$ cat src/rtl/seq_divider_if.sv
// Handshake and data bundle between the EX-stage control and the sequential divider.
// Divide-op selection codes default here unless the ALU control unit already defines them.
`ifndef ALU_DIV
`define ALU_DIV  5'd10
`endif
`ifndef ALU_DIVU
`define ALU_DIVU 5'd11
`endif
`ifndef ALU_REM
`define ALU_REM  5'd12
`endif
`ifndef ALU_REMU
`define ALU_REMU 5'd13
`endif

interface seq_divider_if #(
  parameter int XLEN = 32
);
  logic            start;
  logic [4:0]      alu_sel;
  logic [XLEN-1:0] op_a;
  logic [XLEN-1:0] op_b;
  logic            flush;
  logic            busy;
  logic            done;
  logic            stall;
  logic [XLEN-1:0] result;

  modport master (
    output start, alu_sel, op_a, op_b, flush,
    input  busy, done, stall, result
  );

  modport slave (
    input  start, alu_sel, op_a, op_b, flush,
    output busy, done, stall, result
  );
endinterface

$ cat src/rtl/seq_divider.sv
// Radix-2 restoring divider for RV32M DIV/DIVU/REM/REMU; XLEN cycles per op, 1 cycle for b==0/overflow.
// Holds the pipeline via stall from accept until the done cycle; flush or reset drop the op silently.
module seq_divider #(
  parameter int XLEN = 32
) (
  input logic         clk,
  input logic         rst,
  seq_divider_if.slave bus
);

  localparam int CW = $clog2(XLEN);
  localparam logic [CW-1:0] CNT_LOAD = CW'(XLEN - 1);
  localparam logic [XLEN-1:0] INT_MIN = {1'b1, {(XLEN-1){1'b0}}};

  typedef enum logic [1:0] {
    IDLE = 2'd0,
    CALC = 2'd1,
    DONE = 2'd2
  } state_t;

  state_t state, state_nxt;

  logic            is_div_op;
  logic            op_signed;
  logic            op_rem;
  logic            accept;
  logic            a_neg;
  logic            b_neg;
  logic [XLEN-1:0] a_abs;
  logic [XLEN-1:0] b_abs;
  logic            div_zero;
  logic            overflow;
  logic            fast;
  logic [XLEN-1:0] fast_res;

  logic [XLEN-1:0] rem_q;
  logic [XLEN-1:0] quo_q;
  logic [XLEN-1:0] dvs_q;
  logic [CW-1:0]   cnt_q;
  logic            rem_op_q;
  logic            neg_quo_q;
  logic            neg_rem_q;
  logic [XLEN-1:0] result_q;

  logic [XLEN:0]   shifted;
  logic [XLEN:0]   diff;
  logic            q_bit;
  logic [XLEN-1:0] rem_nxt;
  logic [XLEN-1:0] quo_nxt;
  logic [XLEN-1:0] res_calc;

  // Operation decode and operand conditioning at accept time.
  always_comb begin
    op_signed = (bus.alu_sel == `ALU_DIV)  || (bus.alu_sel == `ALU_REM);
    op_rem    = (bus.alu_sel == `ALU_REM)  || (bus.alu_sel == `ALU_REMU);
    is_div_op = op_signed || (bus.alu_sel == `ALU_DIVU) || (bus.alu_sel == `ALU_REMU);
    accept    = (state == IDLE) && bus.start && is_div_op;

    a_neg     = op_signed && bus.op_a[XLEN-1];
    b_neg     = op_signed && bus.op_b[XLEN-1];
    a_abs     = a_neg ? (-bus.op_a) : bus.op_a;
    b_abs     = b_neg ? (-bus.op_b) : bus.op_b;

    div_zero  = (bus.op_b == '0);
    overflow  = op_signed && (bus.op_a == INT_MIN) && (bus.op_b == '1);
    fast      = div_zero || overflow;

    // Architecturally defined results: no trap, no iteration needed.
    if (div_zero) begin
      fast_res = op_rem ? bus.op_a : '1;
    end else begin
      fast_res = op_rem ? '0 : bus.op_a;
    end
  end

  // One restoring step: shift the next dividend bit in, subtract if it fits.
  always_comb begin
    shifted  = {rem_q, quo_q[XLEN-1]};
    diff     = shifted - {1'b0, dvs_q};
    q_bit    = ~diff[XLEN];
    rem_nxt  = q_bit ? diff[XLEN-1:0] : shifted[XLEN-1:0];
    quo_nxt  = {quo_q[XLEN-2:0], q_bit};

    if (rem_op_q) begin
      res_calc = neg_rem_q ? (-rem_nxt) : rem_nxt;
    end else begin
      res_calc = neg_quo_q ? (-quo_nxt) : quo_nxt;
    end
  end

  always_ff @(posedge clk or negedge rst) begin
    if (!rst) begin
      state <= IDLE;
    end else begin
      state <= state_nxt;
    end
  end

  always_comb begin
    state_nxt = state;
    bus.busy  = 1'b0;
    bus.done  = 1'b0;
    bus.stall = 1'b0;

    case (state)
      IDLE: begin
        bus.stall = accept;
        if (accept) begin
          state_nxt = fast ? DONE : CALC;
        end
      end
      CALC: begin
        bus.busy  = 1'b1;
        bus.stall = 1'b1;
        if (cnt_q == '0) begin
          state_nxt = DONE;
        end
      end
      DONE: begin
        bus.done  = 1'b1;
        state_nxt = IDLE;
      end
      default: begin
        state_nxt = IDLE;
      end
    endcase

    // A flush beats both completion and a same-cycle accept.
    if (bus.flush) begin
      state_nxt = IDLE;
    end
  end

  always_ff @(posedge clk or negedge rst) begin
    if (!rst) begin
      rem_q     <= '0;
      quo_q     <= '0;
      dvs_q     <= '0;
      cnt_q     <= '0;
      rem_op_q  <= 1'b0;
      neg_quo_q <= 1'b0;
      neg_rem_q <= 1'b0;
      result_q  <= '0;
    end else if (!bus.flush) begin
      if (accept) begin
        rem_q     <= '0;
        quo_q     <= a_abs;
        dvs_q     <= b_abs;
        cnt_q     <= CNT_LOAD;
        rem_op_q  <= op_rem;
        neg_quo_q <= a_neg ^ b_neg;
        neg_rem_q <= a_neg;
        if (fast) begin
          result_q <= fast_res;
        end
      end else if (state == CALC) begin
        rem_q <= rem_nxt;
        quo_q <= quo_nxt;
        cnt_q <= cnt_q - CW'(1);
        if (cnt_q == '0) begin
          result_q <= res_calc;
        end
      end
    end
  end

  assign bus.result = result_q;

endmodule

$ cat src/flat_wrapper.sv
// flat-port wrapper written by rule: the top's interface ports become plain ports
module seq_divider_flat 
#(
  parameter int XLEN = 32
)
  (clk, rst, bus_start, bus_alu_sel, bus_op_a, bus_op_b, bus_flush, bus_busy, bus_done, bus_stall, bus_result);
  seq_divider_if #(.XLEN(XLEN)) bus_i ();
  input logic clk;
  input logic rst;
  input wire logic [$bits(bus_i.start)-1:0] bus_start;
  input wire logic [$bits(bus_i.alu_sel)-1:0] bus_alu_sel;
  input wire logic [$bits(bus_i.op_a)-1:0] bus_op_a;
  input wire logic [$bits(bus_i.op_b)-1:0] bus_op_b;
  input wire logic [$bits(bus_i.flush)-1:0] bus_flush;
  output wire logic [$bits(bus_i.busy)-1:0] bus_busy;
  output wire logic [$bits(bus_i.done)-1:0] bus_done;
  output wire logic [$bits(bus_i.stall)-1:0] bus_stall;
  output wire logic [$bits(bus_i.result)-1:0] bus_result;
  assign bus_i.start = bus_start;
  assign bus_i.alu_sel = bus_alu_sel;
  assign bus_i.op_a = bus_op_a;
  assign bus_i.op_b = bus_op_b;
  assign bus_i.flush = bus_flush;
  assign bus_busy = bus_i.busy;
  assign bus_done = bus_i.done;
  assign bus_stall = bus_i.stall;
  assign bus_result = bus_i.result;
  seq_divider #(.XLEN(XLEN)) u_core (.clk(clk), .rst(rst), .bus(bus_i));
endmodule
$ cat config.mk
export PLATFORM = sky130hd
export DESIGN_NAME = seq_divider_flat
export DESIGN_NICKNAME = d
export VERILOG_FILES = /design/src/rtl/seq_divider_if.sv /design/src/rtl/seq_divider.sv /design/src/flat_wrapper.sv
export SDC_FILE = /design/constraint.sdc
export NUM_CORES = 1
export LEC_CHECK = 0
export ABC_AREA = 1
export BUFFER_PORTS_ARGS = -buffer_cell sky130_fd_sc_hd__buf_2
export CORE_ASPECT_RATIO = 0.9
export CORE_UTILIZATION = 60
export DETAILED_ROUTE_END_ITERATION = 8
export PLACE_DENSITY = 0.8
export SYNTH_ARGS = -nofsm -noshare
export SYNTH_HDL_FRONTEND = slang
export SYNTH_SLANG_ARGS = --single-unit
$ cat constraint.sdc
create_clock -name clk -period 10.4 [get_ports clk]
set_input_delay 2.08 -clock clk [delete_from_list [all_inputs] [get_ports clk]]
set_output_delay 2.08 -clock clk [all_outputs]
set_load 0.03 [all_outputs]
* After elaboration in Yosys (flattened, before gate mapping)
Index checks and enable logic that the tools add are counted.
** Storage, ports and cells
- Bits in registers :: 138
- Bits of input ports :: 73
** Operators by class
- $add $sub $neg :: 6
- Eq/ne operators :: 11
- Multiplexer cells :: 27
- Bitwise gates (word level) :: 3
- Reduce and logical (&&, ||, !) cells :: 20
** Operator list (count)
- $mux W32 :: 17
- $neg A32 Y32 :: 4
- $eq A32 B32 Y1 const B :: 2
- $sub A33 B32 Y33 :: 1
- $logic_not A32 Y1 :: 1
- $eq A5 B4 Y1 const B :: 4
- $mux W5 :: 2
- $mux W2 :: 4
- $logic_and A1 B1 Y1 :: 6
- $ne A3 B2 Y1 const B :: 2
- $reduce_and A2 Y1 :: 3
- $logic_not A5 Y1 :: 1
- $logic_or A1 B1 Y1 :: 5
- $sub A5 B1 Y5 const B :: 1
- $pmux W2 S2 :: 1
- $reduce_and A4 Y1 :: 1
- $reduce_bool A2 Y1 :: 2
- $eq A2 B1 Y1 const B :: 1
- $eq A2 B2 Y1 const B :: 1
- $logic_not A2 Y1 :: 1
- $mux W1 :: 2
- $ne A2 B2 Y1 const B :: 1
- $not A1 Y1 :: 2
- $pmux W1 S2 :: 1
- $xor A1 B1 Y1 :: 1

* Logic depth before layout (Yosys ltp)
Gate-level depths: netlist of the first run.
- Depth after elaboration :: 9
- Gate-level depth with buffers :: 32
- Mapped depth without buffers :: 30

* Least setup slack after synthesis of the first run
Ideal clock, no wire load.
- Kind :: input-to-output
- Start point :: input bus_alu_sel[2]
- End point :: output bus_stall
- Arrival time :: 3098 ps
- Path slack :: 5222 ps
- Cell stages on the path :: 8
- Path through :: nand2_1 > inv_1 > nand2_1 > nand2_1 > nand4_1 > clkbuf_1 > buf_2 > nand2_1
** Between the ends
- Word-level cells in the longest chain between the ends :: 6
- Elaborated cells between the ends (all ways) :: 9
** Ends and longest elaborated chain
- from (decl) :: RTL line flat_wrapper.sv:11 : input wire logic [$bits(bus_i.alu_sel)-1:0] bus_alu_sel;
- $eq A5 B4 Y1 (no line)
- $logic_or A1 B1 Y1 :: RTL line seq_divider.sv:54 : op_signed = (bus.alu_sel == `ALU_DIV) || (bus.alu_sel == `ALU_REM);
- $logic_or A1 B1 Y1 :: RTL line seq_divider.sv:56 : is_div_op = op_signed || (bus.alu_sel == `ALU_DIVU) || (bus.alu_sel == `ALU_REMU);
- $logic_or A1 B1 Y1 * :: RTL line seq_divider.sv:56
- $logic_and A1 B1 Y1 * :: RTL line seq_divider.sv:57 : accept = (state == IDLE) && bus.start && is_div_op;
- $pmux W1 S2 * :: RTL line seq_divider.sv:105 : case (state)
- to (decl) :: RTL line flat_wrapper.sv:17 : output wire logic [$bits(bus_i.stall)-1:0] bus_stall;
Every way passes the cells marked *; elsewhere a longest branch is shown, timed or not.

* Worst setup path in the final report of the first run
Same ends and word-level chain as after synthesis.

==> results of run 1 <==
## flip-flops by register name, summed over array words and instances, names as in the netlist
name               flops
u_core.bus.result     32
u_core.neg_rem_q       1
u_core.state           2
u_core.rem_op_q        1
u_core.neg_quo_q       1
u_core.quo_q          32
u_core.rem_q          32
u_core.dvs_q          32
u_core.cnt_q           5
## through the flow
step / util / worst slack (ns)
final: 0.675 / 4.37
after global routing: 0.675 / 4.10
after CTS: 0.675 / 4.38
after detailed placement: 0.645 / 4.40
after global placement: 0.645 / 4.50
after floorplan: - / 5.22
## cell usage in the layout (no fill, tap or decap), drive strengths merged, types with 8 or more instances in the layout
master,Yosys,routed
nand2,616,616
inv,263,267
o21ai,233,233
nor2,228,228
a21oi,155,155
nand3,139,139
dfrtp,138,138
buf,27,120
xor2,50,50
nor3,43,43
ha,39,39
nand4,25,25
clkbuf,52,21
o22ai,19,19
xnor2,18,18
a31oi,8,8
nor4,8,8
## report_power, final
part,internal [mW],total (mW),switching [mW]
Sequential,0.709,0.860,0.151
Clock,0.395,0.658,0.263
Combinational,1.05,3.48,2.44
## layout make-up
type	count	area [sq um]
clock inverters	11	159
clock buffers	21	460
diodes	1	2.50
flip-flops and latches	138	3450
fillers	1995	6820
inverters	264	991
multi-input cells	1624	8080
repair buffers	120	639
well taps	286	358
## how the worst max path moves through the flow
stage	to	slack (ns)	cells past startpoint
detailed placement	bus_stall	4.40	10
CTS	bus_stall	4.38	10
finish	bus_stall	4.37	10
global placement	bus_stall	4.50	10
floorplan	bus_stall	5.22	8
global route	bus_stall	4.10	10
## worst max-delay path: stages
cell and delay [ns]:
buf_2 0.11, nand2_1 0.05, inv_1 0.05, nand2_1 0.05
buf_4 0.43, nand2_1 0.13, nand4_1 0.11, buf_4 0.61
nand2_1 0.11, buf_2 0.21
## metal layers
layer,track usage,vias to the layer above
met5,0,-
met4,0.127,0
met3,0.0879,86
met2,0.570,624
met1,0.542,6546
li1,-,6977
## kinds of logic (layout without fill, tap and decap cells)
logic type                 Yosys count  count (layout)  synth area share
AOI/OAI and AO/OA                  445             445             0.186
DFF                                138             138             0.268
adders and majority gates           40              40            0.0394
xor gates and xnor gates            68              68            0.0462
and+or+nand+nor                   1071            1071             0.354
buffers and inverters              343             416             0.107
other                                0               1                 0
==> qor.csv, run 1 <==
stage,metric,value,unit
floorplan,dieArea,22100,sq um
synthesis,synth_top_area_share,0.268,
placed_design,place_inst,2432,
routing,antenna_left,0,
timing,rsz0062_at_grt,false,
worst_hold_path,hold-path-cell-count,2,
synthesis,synth_common_cells,"nand2_1 (585), inv_1 (250), nor2_1 (214)",
global_routing,grt_max_degree,83,
synthesis,syn-num-nets,2218,
synthesis,post-synth-top-count-cell,nand2_1,
cts,cts_tree,yes,
outcome,status,completed,
cts,cts_buffers,17,
placed_design,port_buffers,107,
global_routing,grt_use_total,0.382,
placed_design,dpl.hpwl,31300,um
setup_path,critPathCaptureType,primary output,
floorplan,io_pins,108,
power_and_ir_drop,power.total,5.00,mW
floorplan,fp.dieH,141,um
synthesis,ys_types,50,
setup_path,reg2reg_from,u_core.quo_q[31],
routing,routed_via_density,5.77,
timing,fin_crit_sh,0.580,
routing,routed_wirelength,40900,um
cts,insertion_delay,0.44,ns
timing,final.setup.tns,0,ns
power_and_ir_drop,p_leak,7.36,nW
timing,finalSetupViolations,0,
cts,cts.sinks,138,
synthesis,postSynthAreaPerCell,6.13,sq um
setup_path,r2r_setup_slack,5.38,ns
cts,cts_resized,0,
synthesis,yosysSeqAreaShare,0.268,
setup_path,crit-reg2reg-capture,u_core.bus.result[30],
cts,clock_path_buffers,2,
synthesis,yosys_warnings,0,
synthesis,synth_ff_type,dfrtp_1,
finish,stdcell_count,2465,
global_routing,antenna_found_initial,1,
global_routing,grt.overflow.total,0,
timing,slew_headroom,0.389,
timing,hold_viol,0,
global_routing,grt_pass1_wl,65900,um
synthesis,synth_edf_count,0,
routing,dr.pass1.iters,6,
routing,met1_length,18400,um
timing,worst_hold_slack,0.481,ns
routing,vias,14200,
worst_hold_path,holdCritPathClass,flip-flop to flip-flop,
synthesis,yosysTopAreaCell,dfrtp_1,
floorplan,dieWidth,157,um
synthesis,yosys_register_bits,138,
power_and_ir_drop,power.density,354,nW/um^2
synthesis,synthesis.area,12900,sq um
floorplan,placementRows,50,
finish,nets,2278,
cts,cts_setup_buffers,0,
finish,drive_above_1_share,0.104,
power_and_ir_drop,vdd_ir_drop_max,0.174,mV
routing,top_layer,met4,
setup_path,required,8.32,ns
setup_path,crit_type,input port to primary output,
timing,final_max_slew_viol_count,0,
cts,hold_buffers,0,
routing,drc,0,
routing,drt-initial-drc-count,1597,
cts,clk_pin_slew_worst_paths,0.06,ns
timing,fmax,166,MHz
run,max_cap_violations,0,
floorplan,core-area,21000,sq um
routing,routed-wl-met3,3770,um
timing,tightest_slew,0.916,ns
routing,wire_per_inst,16.6,um
synthesis,ys_top_cells_by_area,"dfrtp_1 (27%), nand2_1 (17%), o21ai_0 (7.9%)",
cts,cts.htree.levels,4,
setup_path,r2r_cells,30,
finish,finalInstanceArea,14100,sq um
placed_design,place_area,13500,sq um
setup_path,cp.arrival,3.95,ns
timing,min_period,6.03,ns
synthesis,netlist_instances,2105,
worst_hold_path,hold_path.startpoint,u_core.bus.result[13],
setup_path,cp-start-kind,input port,
setup_path,crit_start,bus_alu_sel[2],
finish,synthToLayoutAreaGrowth,9.57,%
synthesis,async_flop_share,1.00,
cts,cts_root_buf,clkbuf_16,
placed_design,place_congestion,0.975,
setup_path,crit_fanout,82,
worst_hold_path,worst_hold_path.endpoint,u_core.bus.result[13],
global_routing,first_global_vias,13000,
floorplan,start_util,0.616,
timing,clock_skew,0.0154,ns
routing,dr_wl_met2,17600,um
No activity file was read; power rests on OpenSTA's default activity.
==> run 2, diff against run 1 <==
clock period = 5.62 ns   (was 10.4 ns; I/O delays follow)
==> run 2 against run 1 <==
Effect of this change:
- via count up 0.79%
- worst hold slack got worse by 0.0045 ns
- wire length up 2.0%
- non-clock buffer count up 3
- count of clock-buffer cells in the layout shrank 2
- critical path depth increased by 19
- worst setup slack got worse by 3.4 ns
- cell count increased by 0.12%
- first-iteration DRC count is 15% higher
- cell area about the same
- sequential cell count stayed put
- largest cell class unchanged
- highest routed layer unchanged
==> qor.csv, run 2 (same netlist as run 1, synthesis figures left out) <==
stage,metric,value,unit,change
outcome,status,completed,,unchanged
routing,wire_per_inst,16.9,um,was 16.6 um
setup_path,slowest_stage,fa_1,,was buf_4
floorplan,start_util,0.616,,unchanged
timing,final_max_slew_viol_count,0,,unchanged
power_and_ir_drop,power.density,649,nW/um^2,was 354 nW/um^2
timing,fmax,217,MHz,
placed_design,port_buffers,107,,unchanged
power_and_ir_drop,p_leak,7.37,nW,was 7.36 nW
global_routing,antenna_found_initial,2,,was 1
global_routing,grt.overflow.total,0,,unchanged
setup_path,cp.arrival,4.97,ns,was 3.95 ns
setup_path,max_stage_delay,0.45,ns,was 0.61 ns
setup_path,cp_common_cell,nand2_1,,unchanged
routing,drc,0,,unchanged
cts,cts_resized,0,,unchanged
cts,cts_buffers,17,,unchanged
setup_path,critPathCaptureType,flip-flop,,was primary output
routing,antenna_left,0,,unchanged
timing,slew_headroom,0.357,,was 0.389
cts,cts_setup_buffers,0,,unchanged
floorplan,fp.dieH,141,um,unchanged
floorplan,placementRows,50,,unchanged
floorplan,core-area,21000,sq um,unchanged
finish,synthToLayoutAreaGrowth,9.59,%,was 9.57%
floorplan,dieArea,22100,sq um,unchanged
finish,finalInstanceArea,14100,sq um,about the same
timing,clock_skew,0.0114,ns,was 0.0154 ns
timing,hold_viol,0,,unchanged
finish,final_cell_mix,"nand2_1 (585), inv_1 (250), nor2_1 (214), o21ai_0 (203), a21oi_1 (151)",,unchanged
routing,dr.pass1.iters,6,,unchanged
setup_path,cp-start-kind,flip-flop,,was input port
global_routing,first_global_vias,12800,,was 13000
global_routing,grt_pass1_wl,66200,um,was 65900 um
cts,cts.sinks,138,,unchanged
worst_hold_path,holdCritPathClass,flip-flop to flip-flop,,unchanged
cts,insertion_delay,0.43,ns,was 0.44 ns
timing,fin_crit_sh,0.821,,
run,max_cap_violations,0,,unchanged
floorplan,dieWidth,157,um,unchanged
setup_path,crit_type,flip-flop to flip-flop,,was input port to primary output
timing,finalSetupViolations,0,,unchanged
timing,min_period,4.61,ns,
timing,tightest_slew,0.964,ns,was 0.916 ns
finish,final_common_cell,nand2_1,,unchanged
timing,final.setup.tns,0,ns,unchanged
cts,hold_buffers,0,,unchanged
global_routing,grt_max_degree,96,,was 83
placed_design,place_congestion,0.984,,was 0.975
routing,routed_wirelength,41700,um,was 40900 um
routing,vias,14300,,was 14200
finish,drive_above_1_share,0.106,,was 0.104
cts,clock_path_buffers,2,,unchanged
placed_design,place_area,13500,sq um,about the same
setup_path,crit_fanout,8,,was 82
finish,nets,2281,,was 2278
timing,worst_hold_slack,0.477,ns,was 0.481 ns
placed_design,post-place-ws,1.09,ns,was 4.40 ns
cts,cts.htree.levels,4,,unchanged
setup_path,required,5.98,ns,was 8.32 ns
floorplan,io_pins,108,,unchanged
power_and_ir_drop,power.total,9.18,mW,was 5.00 mW
routing,drt-initial-drc-count,1833,,was 1597
cts,cts_tree,yes,,unchanged
cts,clk_pin_slew_worst_paths,0.07,ns,was 0.06 ns
routing,routed_via_density,5.81,,was 5.77
cts,cts_root_buf,clkbuf_16,,unchanged
global_routing,grt_use_total,0.387,,was 0.382
timing,layout_setup_ws,1.01,ns,was 4.37 ns
power_and_ir_drop,vdd_ir_drop_max,0.380,mV,was 0.174 mV
timing,rsz0062_at_grt,false,,unchanged
placed_design,dpl.hpwl,31700,um,was 31300 um
run 2: cell types whose count changed in the layout (fill, tap and decap cells not counted), sizes merged:
cell,previous run,this run
clkinvlp,3,1
clkbuf,21,19
bufinv,3,2
buf,120,123
inv,267,270
clkinv,2,4
run 2: worst max-delay path, delay by kind of cell (launching register included):
family,cells,cell delay [ns]
and+or+nand+nor,18,2.25
buffers and inverters,4,0.42
AOI/OAI and AO/OA,4,0.62
adders and majority gates,3,0.84
DFF,1,0.40
run 2: final timing paths:
| kind | end | cells after the start | from | slack (ns) |
|---|---|---|---|---|
| setup reg to reg | u_core.bus.result[30] | 29 | u_core.dvs_q[0] | 1.01 |
| setup / recovery | u_core.bus.result[30] | 29 | u_core.dvs_q[0] | 1.01 |
| hold reg to reg | u_core.bus.result[13] | 2 | u_core.bus.result[13] | 0.48 |
| hold / removal | u_core.bus.result[13] | 2 | u_core.bus.result[13] | 0.48 |
| max in group asynchronous | u_core.bus.result[28] | 2 | rst | 3.72 |
| min in group asynchronous | u_core.rem_q[25] | 1 | rst | 0.79 |
run 2: layer usage:
metal / GRT usage / wire length (um)
met1: 0.555 / 18600
met2: 0.562 / 17500
met3: 0.0938 / 4190
met4: 0.137 / 1340
met5: 0 / 0
run 2: layout make-up:
cell class                 count  area, sq um
sequential                   138         3450
clock inverter                13          156
inverter                     264          991
timing repair buffer         123          662
antenna                        1         2.50
tap                          286          358
multi-input combinational   1624         8080
clock buffer                  19          443
fill                        1976         6820
run 2: where the power goes:
part / internal, mW / switching [mW] / total (mW)
Combinational: 1.93 / 4.49 / 6.42
Clock: 0.679 / 0.494 / 1.17
Sequential: 1.31 / 0.274 / 1.59
run 2: per-stage QoR:
step                      std cells  utilization
after floorplan                2105            -
after global placement         2435        0.646
after detailed placement       2435        0.646
after CTS                      2467        0.675
after global routing           2467        0.675
final                          2468        0.675
==> run 3, diff against run 2 <==
ABC_AREA = 0   (was 1)
clock period = 4.3 ns   (was 5.62 ns; I/O delays follow)
==> run 3 against run 2 <==
Effect of this change:
- clock power increased by 38%
- worst hold slack improved by 0.00057 ns
- synthesized cell count decreased by 26%
- global-route usage decreased by 1.7 points
- non-clock buffer count increased by 66
- via count decreased by 13%
- worst setup slack got worse by 0.87 ns
- critical path depth decreased by 8
- critical endpoint is now u_core.bus.result[28]
==> qor.csv, run 3 <==
stage,metric,value,unit,change
outcome,status,completed,,unchanged
setup_path,critPathCaptureType,flip-flop,,unchanged
setup_path,reg2reg_from,u_core.dvs_q[0],,unchanged
routing,vias,12400,,was 14300
timing,finalSetupViolations,0,,unchanged
synthesis,yosys_warnings,0,,unchanged
global_routing,antenna_found_initial,0,,was 2
routing,antenna_left,0,,unchanged
synthesis,yosys_register_bits,138,,unchanged
global_routing,grt_use_total,0.370,,was 0.387
floorplan,dieArea,20600,sq um,was 22100 sq um
setup_path,required,4.65,ns,was 5.98 ns
floorplan,core-area,19400,sq um,was 21000 sq um
finish,regArea,3450,sq um,unchanged
setup_path,crit_type,flip-flop to flip-flop,,unchanged
finish,multi_input_area,8050,sq um,was 8080 sq um
synthesis,async_flop_share,1.00,,unchanged
timing,slew_headroom,0.231,,was 0.357
global_routing,grt.overflow.total,0,,unchanged
synthesis,post-synth-top-count-cell,nand2_1,,unchanged
setup_path,crit_fanout,5,,was 8
floorplan,start_util,0.620,,was 0.616
finish,stdcell_count,1926,,was 2468
routing,dr.pass1.iters,8,,was 6
cts,cts_buffers,17,,unchanged
global_routing,first_global_vias,11500,,was 12800
power_and_ir_drop,p_leak,5.94,nW,was 7.37 nW
synthesis,ys_top_cells_by_area,"dfrtp_1 (29%), o21ai_0 (7.0%), nand2_1 (6.1%)",,"was dfrtp_1 (27%), nand2_1 (17%), o21ai_0 (7.9%)"
finish,n_antenna_cell,0,,was 1
timing,tightest_slew,1.15,ns,was 0.964 ns
synthesis,synth_top_area_share,0.287,,was 0.268
synthesis,synth_edf_count,0,,unchanged
cts,insertion_delay,0.43,ns,about the same
floorplan,io_pins,108,,unchanged
synthesis,ys_types,99,,was 50
finish,fill_cells,1575,,was 1976
cts,hold_buffers,0,,unchanged
finish,drive_above_1_share,0.169,,was 0.106
synthesis,netlist_instances,1548,,was 2105
placed_design,post-place-ws,0.0855,ns,was 1.09 ns
placed_design,place_congestion,0.961,,was 0.984
power_and_ir_drop,vdd_ir_drop_max,0.596,mV,was 0.380 mV
routing,drc,0,,unchanged
global_routing,grt_pass1_wl,59000,um,was 66200 um
synthesis,yosysTopAreaCell,dfrtp_1,,unchanged
cts,cts.htree.levels,4,,unchanged
timing,min_period,4.17,ns,was 4.61 ns
routing,routed_wirelength,37300,um,was 41700 um
timing,hold_viol,0,,unchanged
placed_design,dpl.hpwl,27800,um,was 31700 um
synthesis,synth_ff_type,dfrtp_1,,unchanged
placed_design,place_inst,1890,,was 2435
timing,fmax,240,MHz,was 217 MHz
synthesis,syn-num-nets,1661,,was 2218
synthesis,synthesis.area,12000,sq um,was 12900 sq um
setup_path,cp.arrival,4.52,ns,was 4.97 ns
synthesis,postSynthAreaPerCell,7.77,sq um,was 6.13 sq um
finish,final_cell_mix,"nand2_1 (194), o21ai_0 (169), dfrtp_1 (138), a21oi_1 (137), nor2_1 (115)",,"was nand2_1 (585), inv_1 (250), nor2_1 (214), o21ai_0 (203), a21oi_1 (151)"
finish,final_common_cell,nand2_1,,unchanged
floorplan,fp.dieH,136,um,was 141 um
placed_design,port_buffers,107,,unchanged
power_and_ir_drop,power.density,748,nW/um^2,was 649 nW/um^2
routing,wire_per_inst,19.4,um,was 16.9 um
cts,cts.sinks,138,,unchanged
routing,drt-initial-drc-count,1274,,was 1833
setup_path,crit_start,u_core.dvs_q[0],,unchanged
synthesis,synth_common_cells,"nand2_1 (194), o21ai_0 (169), a21oi_1 (140)",,"was nand2_1 (585), inv_1 (250), nor2_1 (214)"
finish,nets,1776,,was 2281
timing,fin_crit_sh,0.969,,was 0.821
cts,clk_pin_slew_worst_paths,0.07,ns,about the same
finish,synthToLayoutAreaGrowth,15.1,%,was 9.59%
worst_hold_path,hold_path.startpoint,u_core.bus.result[9],,was u_core.bus.result[13]
routing,routed_via_density,6.46,,was 5.81
worst_hold_path,holdCritPathClass,flip-flop to flip-flop,,unchanged
timing,rsz0062_at_grt,true,,was false
synthesis,yosysSeqAreaShare,0.287,,was 0.268
cts,cts_root_buf,clkbuf_16,,unchanged
setup_path,cp-start-kind,flip-flop,,unchanged
floorplan,dieWidth,151,um,was 157 um
timing,final_max_slew_viol_count,0,,unchanged
run,max_cap_violations,0,,unchanged
timing,layout_setup_ws,0.135,ns,was 1.01 ns
floorplan,placementRows,48,,was 50
cts,cts_tree,yes,,unchanged
cts,clock_path_buffers,2,,unchanged
timing,clock_skew,0.00924,ns,was 0.0114 ns
global_routing,grt_max_degree,99,,was 96
-- run 3: worst max-delay path: stages, from the launching register on --
cell	delay [ns]
dfrtp_1	0.38
ha_2	0.20
fa_2	0.35
nand2b_4	0.16
a211oi_4	0.22
o21ai_2	0.12
o211ai_2	0.23
a31oi_4	0.14
xnor2_4	0.16
inv_4	0.12
nor2_1	0.08
a21oi_4	0.15
ha_4	0.17
inv_2	0.05
nor2_4	0.09
nand3_2	0.10
or2_4	0.28
nor2_4	0.10
o2111ai_4	0.13
nor4b_2	0.30
mux2_1	0.35
a31oi_1	0.17
-- run 3: final timing paths --
path,to,slack [ns],cells past startpoint
max,u_core.bus.result[28],0.13,21
min,u_core.bus.result[9],0.48,2
max reg2reg,u_core.bus.result[28],0.13,21
min reg2reg,u_core.bus.result[9],0.48,2
max in group asynchronous,u_core.dvs_q[16],2.83,2
min in group asynchronous,u_core.dvs_q[28],0.51,1
-- run 3: stage by stage --
step	hold WS [ns]	area [sq um]	util	setup TNS [ns]	total power, mW
after CTS	0.480	13700	0.708	0	10.0
final	0.477	13800	0.713	0	10.3
after detailed placement	0.466	13100	0.675	0	8.36
after global placement	0.461	13100	0.675	0	8.25
after floorplan	0.450	12100	-	-0.206	6.56
after global routing	0.503	13800	0.713	-0.178	11.0
-- run 3: cell families (layout without fill, tap and decap cells) --
group                    after synthesis  after routing  synth area share
adder cells (fa/ha/maj)               40             40            0.0423
AND/OR/NAND/NOR                      532            532             0.214
XOR/XNOR                             131            131            0.0970
multiplexers                          41             41            0.0354
flip-flops                           138            138             0.287
buffers and inverters                151            279            0.0539
AO/OA/AOI/OAI                        515            515             0.270
-- run 3: layout make-up --
cell class	count	share of cell area
tap	250	0.0226
inverter	58	0.0160
multi-input combinational	1259	0.582
timing repair buffer	189	0.0844
clock buffer	19	0.0320
clock inverter	13	0.0138
sequential	138	0.250
-- run 3: what timing repair did --
item,4_1_cts,5_1_grt
setup buffers,0,4
resized for setup,0,17
endpoints found under the setup margin,0,12
-- run 3: where the power goes --
| group | switching [mW] | leakage (nW) | internal (mW) |
|---|---|---|---|
| combinational | 4.08 | 3.80 | 2.69 |
| clock | 0.621 | 0.301 | 0.992 |
| sequential | 0.369 | 1.83 | 1.60 |
-- run 3: per-layer routing --
metal	GRT usage	part of all wire	vias up
li1	-	-	5867
met1	0.515	0.44	5971
met2	0.582	0.46	548
met3	0.0641	0.087	62
met4	0.111	0.021	0
met5	0	0	-
